[src/rtl/mem_stage.sv]
// Memory-access pipeline stage between ex/mem and mem/wb.
// Non-memory ops pass straight through; loads/stores run one data-bus
// transaction (req/ack) while the stage stalls the upstream pipeline.
// Handles MIPS big-endian lane selection, load extension and alignment.
module mem_stage #(
  parameter int unsigned BUS_TIMEOUT = 16  // legal range 2..255
) (
  input  logic        clk,
  input  logic        rst,
  // from ex/mem
  input  logic [4:0]  ex_wd,
  input  logic        ex_wreg,
  input  logic [31:0] ex_wdata,
  input  logic [31:0] ex_hi,
  input  logic [31:0] ex_lo,
  input  logic        ex_whilo,
  input  logic [7:0]  ex_aluop,
  input  logic [31:0] ex_mem_addr,
  input  logic [31:0] ex_reg2,
  // to mem/wb
  output logic [4:0]  mem_wd,
  output logic        mem_wreg,
  output logic [31:0] mem_wdata,
  output logic [31:0] mem_hi,
  output logic [31:0] mem_lo,
  output logic        mem_whilo,
  output logic        stall_req,
  output logic [1:0]  mem_exc,
  // data bus
  output logic        bus_req,
  output logic        bus_we,
  output logic [31:0] bus_addr,
  output logic [3:0]  bus_sel,
  output logic [31:0] bus_wdata,
  input  logic        bus_ack,
  input  logic [31:0] bus_rdata
);

  localparam logic [7:0] OP_LB  = 8'hE0;
  localparam logic [7:0] OP_LH  = 8'hE1;
  localparam logic [7:0] OP_LW  = 8'hE3;
  localparam logic [7:0] OP_LBU = 8'hE4;
  localparam logic [7:0] OP_LHU = 8'hE5;
  localparam logic [7:0] OP_SB  = 8'hE8;
  localparam logic [7:0] OP_SH  = 8'hE9;
  localparam logic [7:0] OP_SW  = 8'hEB;

  localparam logic [7:0] CNT_LAST = 8'(BUS_TIMEOUT - 1);

  localparam logic [1:0] EXC_NONE    = 2'b00;
  localparam logic [1:0] EXC_ALIGN   = 2'b01;
  localparam logic [1:0] EXC_TIMEOUT = 2'b10;

  typedef enum logic [1:0] {S_IDLE, S_ACCESS, S_DONE} state_t;
  typedef enum logic [1:0] {SZ_BYTE, SZ_HALF, SZ_WORD} size_t;

  state_t      state_q, state_d;
  logic [7:0]  cnt_q, cnt_d;
  logic        timed_out_q, timed_out_d;
  logic [31:0] rdata_q, rdata_d;

  logic        is_load, is_store, sign_ext;
  size_t       size;
  logic        misaligned, aligned_mem;
  logic [3:0]  lane_sel;
  logic [31:0] store_data;
  logic [7:0]  load_byte;
  logic [15:0] load_half;
  logic [31:0] load_data;

  // Opcode decode: access kind, size and extension mode.
  // NOTE: every signal assigned in an always_comb gets a default first, so
  // no path through the block leaves it unassigned and infers a latch.
  always_comb begin
    is_load  = 1'b0;
    is_store = 1'b0;
    sign_ext = 1'b0;
    size     = SZ_WORD;
    case (ex_aluop)
      OP_LB:  begin is_load  = 1'b1; size = SZ_BYTE; sign_ext = 1'b1; end
      OP_LH:  begin is_load  = 1'b1; size = SZ_HALF; sign_ext = 1'b1; end
      OP_LW:  begin is_load  = 1'b1; size = SZ_WORD; end
      OP_LBU: begin is_load  = 1'b1; size = SZ_BYTE; end
      OP_LHU: begin is_load  = 1'b1; size = SZ_HALF; end
      OP_SB:  begin is_store = 1'b1; size = SZ_BYTE; end
      OP_SH:  begin is_store = 1'b1; size = SZ_HALF; end
      OP_SW:  begin is_store = 1'b1; size = SZ_WORD; end
      default: ;
    endcase
  end

  // Big-endian byte lanes, replicated store data and alignment check.
  always_comb begin
    lane_sel   = 4'b1111;
    store_data = ex_reg2;
    misaligned = 1'b0;
    case (size)
      SZ_BYTE: begin
        lane_sel   = 4'b1000 >> ex_mem_addr[1:0];
        store_data = {4{ex_reg2[7:0]}};
      end
      SZ_HALF: begin
        lane_sel   = ex_mem_addr[1] ? 4'b0011 : 4'b1100;
        store_data = {2{ex_reg2[15:0]}};
        misaligned = ex_mem_addr[0];
      end
      default: begin
        lane_sel   = 4'b1111;
        store_data = ex_reg2;
        misaligned = (ex_mem_addr[1:0] != 2'b00);
      end
    endcase
    misaligned  = misaligned & (is_load | is_store);
    aligned_mem = (is_load | is_store) & ~misaligned;
  end

  // Extract the addressed lane from the captured read word and extend it.
  always_comb begin
    case (ex_mem_addr[1:0])
      2'b00:   load_byte = rdata_q[31:24];
      2'b01:   load_byte = rdata_q[23:16];
      2'b10:   load_byte = rdata_q[15:8];
      default: load_byte = rdata_q[7:0];
    endcase
    load_half = ex_mem_addr[1] ? rdata_q[15:0] : rdata_q[31:16];
    case (size)
      SZ_BYTE: load_data = {{24{sign_ext & load_byte[7]}}, load_byte};
      SZ_HALF: load_data = {{16{sign_ext & load_half[15]}}, load_half};
      default: load_data = rdata_q;
    endcase
  end

  // Next-state logic: transaction progress, timeout counting, data capture.
  always_comb begin
    state_d     = state_q;
    cnt_d       = cnt_q;
    timed_out_d = timed_out_q;
    rdata_d     = rdata_q;
    case (state_q)
      S_IDLE: begin
        if (aligned_mem) begin
          if (bus_ack) begin
            rdata_d = bus_rdata;
            state_d = S_DONE;
          end else begin
            cnt_d   = 8'd1;
            state_d = S_ACCESS;
          end
        end
      end
      S_ACCESS: begin
        if (bus_ack) begin
          rdata_d = bus_rdata;
          state_d = S_DONE;
        end else if (cnt_q == CNT_LAST) begin
          timed_out_d = 1'b1;
          state_d     = S_DONE;
        end else begin
          cnt_d = cnt_q + 8'd1;
        end
      end
      default: begin
        cnt_d       = 8'd0;
        timed_out_d = 1'b0;
        state_d     = S_IDLE;
      end
    endcase
  end

  // State register with synchronous reset.
  // NOTE: sequential state uses non-blocking assignments so every register
  // samples its next value from the same pre-edge snapshot.
  always_ff @(posedge clk) begin
    if (rst) begin
      state_q     <= S_IDLE;
      cnt_q       <= 8'd0;
      timed_out_q <= 1'b0;
      rdata_q     <= 32'd0;
    end else begin
      state_q     <= state_d;
      cnt_q       <= cnt_d;
      timed_out_q <= timed_out_d;
      rdata_q     <= rdata_d;
    end
  end

  // Output decode: pass-through, bubble while on the bus, writeback in DONE;
  // everything is held at zero while rst is high.
  always_comb begin
    mem_wd    = 5'd0;
    mem_wreg  = 1'b0;
    mem_wdata = 32'd0;
    mem_hi    = 32'd0;
    mem_lo    = 32'd0;
    mem_whilo = 1'b0;
    stall_req = 1'b0;
    mem_exc   = EXC_NONE;
    bus_req   = 1'b0;
    bus_we    = 1'b0;
    bus_addr  = 32'd0;
    bus_sel   = 4'd0;
    bus_wdata = 32'd0;
    if (!rst) begin
      mem_wd    = ex_wd;
      mem_wdata = ex_wdata;
      mem_hi    = ex_hi;
      mem_lo    = ex_lo;
      case (state_q)
        S_IDLE: begin
          if (misaligned) begin
            mem_exc = EXC_ALIGN;
          end else if (!aligned_mem) begin
            mem_wreg  = ex_wreg;
            mem_whilo = ex_whilo;
          end
        end
        S_DONE: begin
          mem_whilo = ex_whilo;
          if (timed_out_q) begin
            mem_wdata = 32'd0;
            mem_exc   = EXC_TIMEOUT;
          end else if (is_load) begin
            mem_wreg  = ex_wreg;
            mem_wdata = load_data;
          end
        end
        default: ;
      endcase
      // Bus is driven straight from ex_* while a request is outstanding.
      if ((state_q == S_IDLE && aligned_mem) || state_q == S_ACCESS) begin
        stall_req = 1'b1;
        bus_req   = 1'b1;
        bus_we    = is_store;
        bus_addr  = {ex_mem_addr[31:2], 2'b00};
        bus_sel   = lane_sel;
        bus_wdata = store_data;
      end
    end
  end

endmodule
[config.mk]
export PLATFORM = sky130hd
export DESIGN_NAME = mem_stage
export DESIGN_NICKNAME = d
export VERILOG_FILES = /design/src/rtl/mem_stage.sv
export SDC_FILE = /design/constraint.sdc
export NUM_CORES = 1
export LEC_CHECK = 0
export CELL_PAD_IN_SITES_DETAIL_PLACEMENT = 1
export CELL_PAD_IN_SITES_GLOBAL_PLACEMENT = 1
export CORE_MARGIN = 2
export CORE_UTILIZATION = 21
export CTS_BUF_LIST = sky130_fd_sc_hd__clkbuf_4 sky130_fd_sc_hd__clkbuf_8
export CTS_CLUSTER_DIAMETER = 150
export DETAILED_ROUTE_END_ITERATION = 12
export PLACE_DENSITY = 0.79
export SYNTH_ARGS = -nofsm -noshare
export SYNTH_HDL_FRONTEND = slang
export SYNTH_SLANG_ARGS = --single-unit
[constraint.sdc]
create_clock -name clk -period 2.6 [get_ports clk]
set_input_delay 0.52 -clock clk [delete_from_list [all_inputs] [get_ports clk]]
set_output_delay 0.52 -clock clk [all_outputs]
set_load 0.05 [all_outputs]
==> impl_results.md, run 1 <==
- Total Routing Usage GR: 0.212
- Worst R2R Path Depth: 6
- Crit-path max FO: 8
- Hold Fails Final Rpt: 0
- CP arrival: 2.26 ns
- Wire per inst: 20.9 um
- M3 GR Usage: 0.0416
- Worst-path cell chain: buf_6 -> and4b_2 -> nand4_1 -> a31oi_4 -> clkbuf_16 -> o21ai_2 -> a221oi_2 -> buf_12
- Proportion of synthesized area in mux cells: 0.130
- Top delay family on crit path: compound AO/OA/AOI/OAI gates
- Fin nets: 1253
- Clock buffer depth: 2
- Via count: 6478
- GR Layer Usage met2: 0.411
- Max cap viols: 0
- Fin crit share: 1.07
- DP HPWL: 20800 um
- Clk_skew: 0.00367 ns
- R2R Path Start: cnt_q[0]$_SDFFE_PP0P_
- Syn Area/Cell: 7.30 um^2
- Async SR Flop Fraction: 0
- Worst setup SP type: input port
- Post-synth EDFFs: 0
- Core footprint: 21600 um^2
- Leading area contributor after synthesis: dfxtp_1
- Met1 usage: 0.234
- Die W: 152 um
- Highest Clock Rate: 0.359 GHz
- Worst-path clk slew: 0.09 ns
- WP data required: 2.08 ns
- VDD IR max: 0.212 mV
- Min-delay src: rst
- Final RePlAce weighted congestion: 0.836
- Synth top cells by count: 79 x nand2_1, 70 x nor2b_1, 68 x nand2b_1
- CP max-delay cell: a221oi_2
- # rows: 54
- CP max stage delay: 0.37 ns
- Pre-CTS WS: -0.518 ns
- Tmin final: 2.78 ns
- Synth Area in Compound Gates: 0.212
- First-pass GRT wire length: 38100 um
- Seq cells post-synth: 43
- Area Growth Syn to Fin: 141%
- Buffers plus inverters on the worst setup path: 3
- Post-synthesis xor/xnor area fraction: 0
- Synth Cell Area: 4580 um^2
- Status: finished, violations left
- Fin util: 0.511
- Relative slew slack: 0.466
- CTS root buffer: clkbuf_8
- Synth Area in Adders: 0.00273
- Hold Path Class: in -> reg
- Initial core utilization: 0.212
- Violations in the final reports: negative setup slack
- Residual DRC count: 0
- Drt first-iter violations: 225
- Pwr per Cell Area: 232 nW/um^2
- Total power: 2.56 mW
- Most common cell in the netlist: nand2_1
- Vias in the first global route: 6792
- IO Port Bufs: 383
- Drt total wl: 27700 um
- Total CTS buffers: 5
- Simple-gate share of the synthesized area: 0.388
- DR vias/cell: 4.89
- Drt pass-1 iters: 4
- Leakage: 4.40 nW
- Nature of the critical path endpoint: output port
- Post-DRT Antenna Nets: 0
- Synth area leaders: dfxtp_1 19%, mux2i_1 10%, nor2b_1 9.6%
- Clock Sinks: 43
- Setup ws final: -0.182 ns
- Slew Viols, Final: 0
- Library cells used by synthesis: 58
- Initial antenna violation count: 1
- H-Tree Depth: 2
- Worst Hold Slack: 0.497 ns
- Hold endpoint: cnt_q[0]$_SDFFE_PP0P_
- Largest family of logic cells by synthesized area: simple AND/OR/NAND/NOR gates
- Hold path cells: 2
- Overall die height: 152 um
- GRT Max-Usage Layer: met2
- Worst-Margin Slew: 0.801 ns
- Ys Warns: 0
- Worst r2r dst: cnt_q[5]$_SDFFE_PP0P_
- Top cell type's share of synthesized area: 0.188
- Largest net degree at the start of global routing: 89
- # setup viols final: 40
- Layout cells sized above 1: 0.398
- CTS tree: yes
- Prevailing post-synth register cell: dfxtp_1
- Clock latency on the worst-skew pair: 0.31 ns
- Fin Setup TNS: -2.68 ns
- RSZ-0062 raised after global routing: true
- Global route overflow: 0
- Sequential area share after synthesis: 0.188
- Worst reg-to-reg setup slack: 0.77 ns
- Ports: 386
- Critical path class: in -> out
- Cells after synthesis: 627
- DIE AREA: 23000 um^2
[metrics by stage]
stage,cell area [um^2],cells
after detailed placement,10300,1303
after CTS,10700,1317
after floorplan,4960,628
after global routing,11100,1323
final,11100,1324
after global placement,10300,1303
[registers in the layout, summed over array words and instances (netlist names)]
name,flops
rdata_q,32
state_q,2
cnt_q,8
timed_out_q,1
[final cells by class]
type,instances,area [um^2]
fill,2409,10600
antenna,1,2.50
clock inverter,3,46.3
timing repair buffer,467,5510
sequential,43,873
inverter,8,33.8
clock buffer,5,68.8
tap,280,350
multi-input combinational,517,4170
[worst max-delay path by stage]
stage              startpoint       endpoint  slack [ns]  depth (start not counted)
6_report          ex_aluop[4]  mem_wdata[22]       -0.18                          8
5_1_grt           ex_aluop[4]  mem_wdata[22]       -0.23                          8
4_1_cts           ex_aluop[4]  mem_wdata[29]       -0.09                          8
3_5_place_dp   ex_mem_addr[1]  mem_wdata[14]       -0.52                          8
3_3_place_gp      ex_aluop[0]  bus_wdata[16]       -0.47                         11
2_1_floorplan     ex_aluop[4]     bus_sel[3]       -0.27                          6
[metal layers]
layer	wire, um	up-vias	part of all wire
li1	-	3041	-
met1	10100	3111	0.36
met2	15100	280	0.54
met3	1840	46	0.066
met4	739	0	0.027
met5	0	-	0
[where the power goes]
group | switching, mW | total [mW] | internal (mW)
combinational | 0.695 | 1.33 | 0.632
sequential | 0.00580 | 0.665 | 0.660
clock | 0.277 | 0.567 | 0.290
total | 0.978 | 2.56 | 1.58
[cells in the final DEF (no fill, tap or decap), types with 7 or more instances in the layout]
master	Yosys	layout
a2bb2oi_1	7	7
a21oi_2	0	19
nand2_1	79	69
nor2_1	27	16
buf_6	1	25
mux2i_1	48	48
nand2b_1	68	67
nand2_2	0	8
nor2b_1	70	69
a221oi_4	0	13
buf_4	6	127
nand3_1	13	13
o21ai_0	35	19
a221oi_2	1	11
mux2_2	8	8
a31oi_1	8	8
o21ai_2	1	12
clkdlybuf4s50_1	0	198
and3_1	40	40
a21oi_1	29	8
dfxtp_1	43	37
a211oi_4	0	8
nor2_2	2	11
buf_12	4	108
inv_1	8	7
[cell families (layout without fill, tap and decap cells)]
logic type               count (synthesis)  in the layout
AND/OR/NAND/NOR                        319            319
AO/OA/AOI/OAI                          138            138
buffers and inverters                   68            483
multiplexers                            57             57
flip-flops                              43             43
adder cells (fa/ha/maj)                  1              1
other                                    1              3
[repair_timing]
| item | in CTS | in global routing |
|---|---|---|
| setup buffers | 5 | 8 |
| resized for setup | 123 | 64 |
| hold buffers | 0 | 0 |
| pin swaps | 29 | 43 |
| endpoints found under the setup margin | 104 | 59 |
| gates cloned | 1 | 2 |
Power figures use the tool's default switching activity.
==> run 2: changes to the inputs <==
--- a/config.mk
+++ b/config.mk
@@ -12,7 +12,7 @@
 export CTS_BUF_LIST = sky130_fd_sc_hd__clkbuf_4 sky130_fd_sc_hd__clkbuf_8
 export CTS_CLUSTER_DIAMETER = 150
 export DETAILED_ROUTE_END_ITERATION = 12
-export PLACE_DENSITY = 0.79
+export PLACE_DENSITY = 0.87
 export SYNTH_ARGS = -nofsm -noshare
 export SYNTH_HDL_FRONTEND = slang
 export SYNTH_SLANG_ARGS = --single-unit
==> impl_results.md, run 2 (synthesis gave the netlist of run 1 again) <==
- Worst-path clk slew: 0.10 ns
- Most common cell after layout, fill and taps aside: clkdlybuf4s50_1
- Max cap viols: 0
- WP data required: 2.08 ns
- Largest net degree at the start of global routing: 125
- Sequential cell area: 871 um^2
- Fin crit share: 1.05
- Worst-path cell chain: nor3b_4 -> nand4_1 -> a31oi_4 -> buf_6 -> o21ai_4 -> a221oi_4 -> buf_12
- Post-DRT Antenna Nets: 0
- Worst R2R Path Depth: 6
- Worst-Margin Slew: 0.684 ns
- Clock Sinks: 43
- Layout cells sized above 1: 0.446
- R2R Path Start: cnt_q[0]$_SDFFE_PP0P_
- CP max-delay cell: dfxtp_4
- Clock latency on the worst-skew pair: 0.32 ns
- Hold Path Class: reg -> reg
- Hold path cells: 1
- Residual DRC count: 0
- Clock buffer depth: 2
- Status: finished, violations left
- IO Port Bufs: 383
- Most frequent cells in the layout: 198 x clkdlybuf4s50_1, 139 x buf_4, 112 x buf_12, 69 x nor2b_1, 68 x nand2b_1
- Highest Clock Rate: 0.365 GHz
- Overall die height: 152 um
- Power share of the clock group: 0.197
- Setup ws final: -0.137 ns
- Top delay family on crit path: compound AO/OA/AOI/OAI gates
- Hold Fails Final Rpt: 0
- Footprint of the multi-input gates: 4470 um^2
- Vias in the first global route: 7170
- CP arrival: 2.22 ns
- Logic pwr share: 0.541
- Wire per inst: 22.9 um
- Drt pass-1 iters: 4
- Relative slew slack: 0.541
- Initial antenna violation count: 3
- # setup viols final: 39
- Drt total wl: 31000 um
- Buffers plus inverters on the worst setup path: 2
- Die W: 152 um
- CTS root buffer: clkbuf_8
- Total power: 2.54 mW
- CP max stage delay: 0.38 ns
- First-pass GRT wire length: 42200 um
- Nature of the critical path endpoint: output port
- Drt first-iter violations: 219
- Area Growth Syn to Fin: 154%
- DIE AREA: 23000 um^2
- Largest register by flop count: rdata_q
- Ports: 386
- Largest regs: rdata_q x32, cnt_q x8, state_q x2
- Flop pwr share: 0.262
- # rows: 54
- Via count: 6776
- RSZ-0062 raised after global routing: true
- Flip-flop count of the largest register after layout: 32
- Crit-path max FO: 8
- Hold endpoint: cnt_q[7]$_SDFFE_PP0P_
- Critical path class: reg -> out
- Fin nets: 1280
- Switching power: 1.02 mW
- Worst r2r dst: cnt_q[4]$_SDFFE_PP0P_
- Worst Hold Slack: 0.499 ns
- Min-delay src: cnt_q[7]$_SDFFE_PP0P_
- Total Routing Usage GR: 0.239
- Fin Setup TNS: -2.32 ns
- H-Tree Depth: 2
- Final RePlAce weighted congestion: 0.838
- Number of stages on the worst setup path: 7
- Tmin final: 2.74 ns
- Clk_skew: 0.0107 ns
- Violations in the final reports: negative setup slack
- CTS tree: yes
- Global route overflow: 0
- Pwr per Cell Area: 219 nW/um^2
- VDD IR max: 0.198 mV
- Pint: 1.53 mW
- Total CTS buffers: 5
- Initial core utilization: 0.212
- DP Area: 10300 um^2
- Slew Viols, Final: 0
- DP HPWL: 21300 um
- DR vias/cell: 5.01
- Fillers: 2329
- Design area: 11600 um^2
- Sw frac: 0.399
- Worst reg-to-reg setup slack: 0.74 ns
- Worst setup SP type: flip-flop
- Core footprint: 21600 um^2
- Leakage: 4.49 nW
==> run 2: metrics by stage <==
step | instances | setup slack [ns] | utilization
after detailed placement | 1310 | -0.685 | 0.476
after CTS | 1341 | -0.153 | 0.519
final | 1352 | -0.137 | 0.538
after floorplan | 628 | -0.266 | -
after global placement | 1310 | -0.564 | 0.476
after global routing | 1352 | -0.199 | 0.538
==> run 2: area by class of cell <==
class	instances	area share
antenna	2	0.000430
clock buffer	6	0.00710
clock inverter	2	0.00140
inverter	8	0.00290
multi-input combinational	518	0.384
sequential	43	0.0748
tap	280	0.0301
timing repair buffer	493	0.499
==> run 2: routing by layer <==
layer / part of all wire / global-route usage / up-vias
met1: 0.35 / 0.257 / 3297
met5: 0.00042 / 0 / -
met3: 0.063 / 0.0440 / 79
met2: 0.53 / 0.443 / 304
met4: 0.049 / 0.124 / 2
li1: - / - / 3094
==> run 2: worst max-delay path by stage <==
stage                                  startpoint             to
after floorplan                       ex_aluop[4]     bus_sel[3]
after global placement                ex_aluop[0]   mem_wdata[0]
after detailed placement              ex_aluop[0]  mem_wdata[28]
after CTS                             ex_aluop[3]  mem_wdata[28]
after global routing      state_q[0]$_SDFFE_PP0P_  mem_wdata[26]
final                     state_q[0]$_SDFFE_PP0P_  mem_wdata[24]
==> run 2: worst reg2reg max path, stage by stage (launching register included) <==
cell and delay [ns]:
dfxtp_1 0.40, ha_1 0.22, nand3_1 0.24, o31a_1 0.44, nor3_2 0.16, a31oi_2 0.11, a31oi_1 0.22
==> run 2: power groups by stage <==
stage          Combinational (mW)  Sequential, mW  Clock (mW)
3_5_place_dp                 1.28           0.681           0
5_1_grt                      1.43           0.666       0.526
2_1_floorplan               0.607           0.679           0
3_3_place_gp                 1.25           0.681           0
4_1_cts                      1.32           0.666       0.505
6_report                     1.38           0.666       0.502
==> run 2: timing repair <==
| item | 4_1_cts | 5_1_grt |
|---|---|---|
| setup buffers | 20 | 12 |
| hold buffers | 0 | 0 |
| pin swaps | 68 | 38 |
| cloned | 3 | 3 |
| setup endpoints to repair | 104 | 96 |
| resized for setup | 188 | 72 |
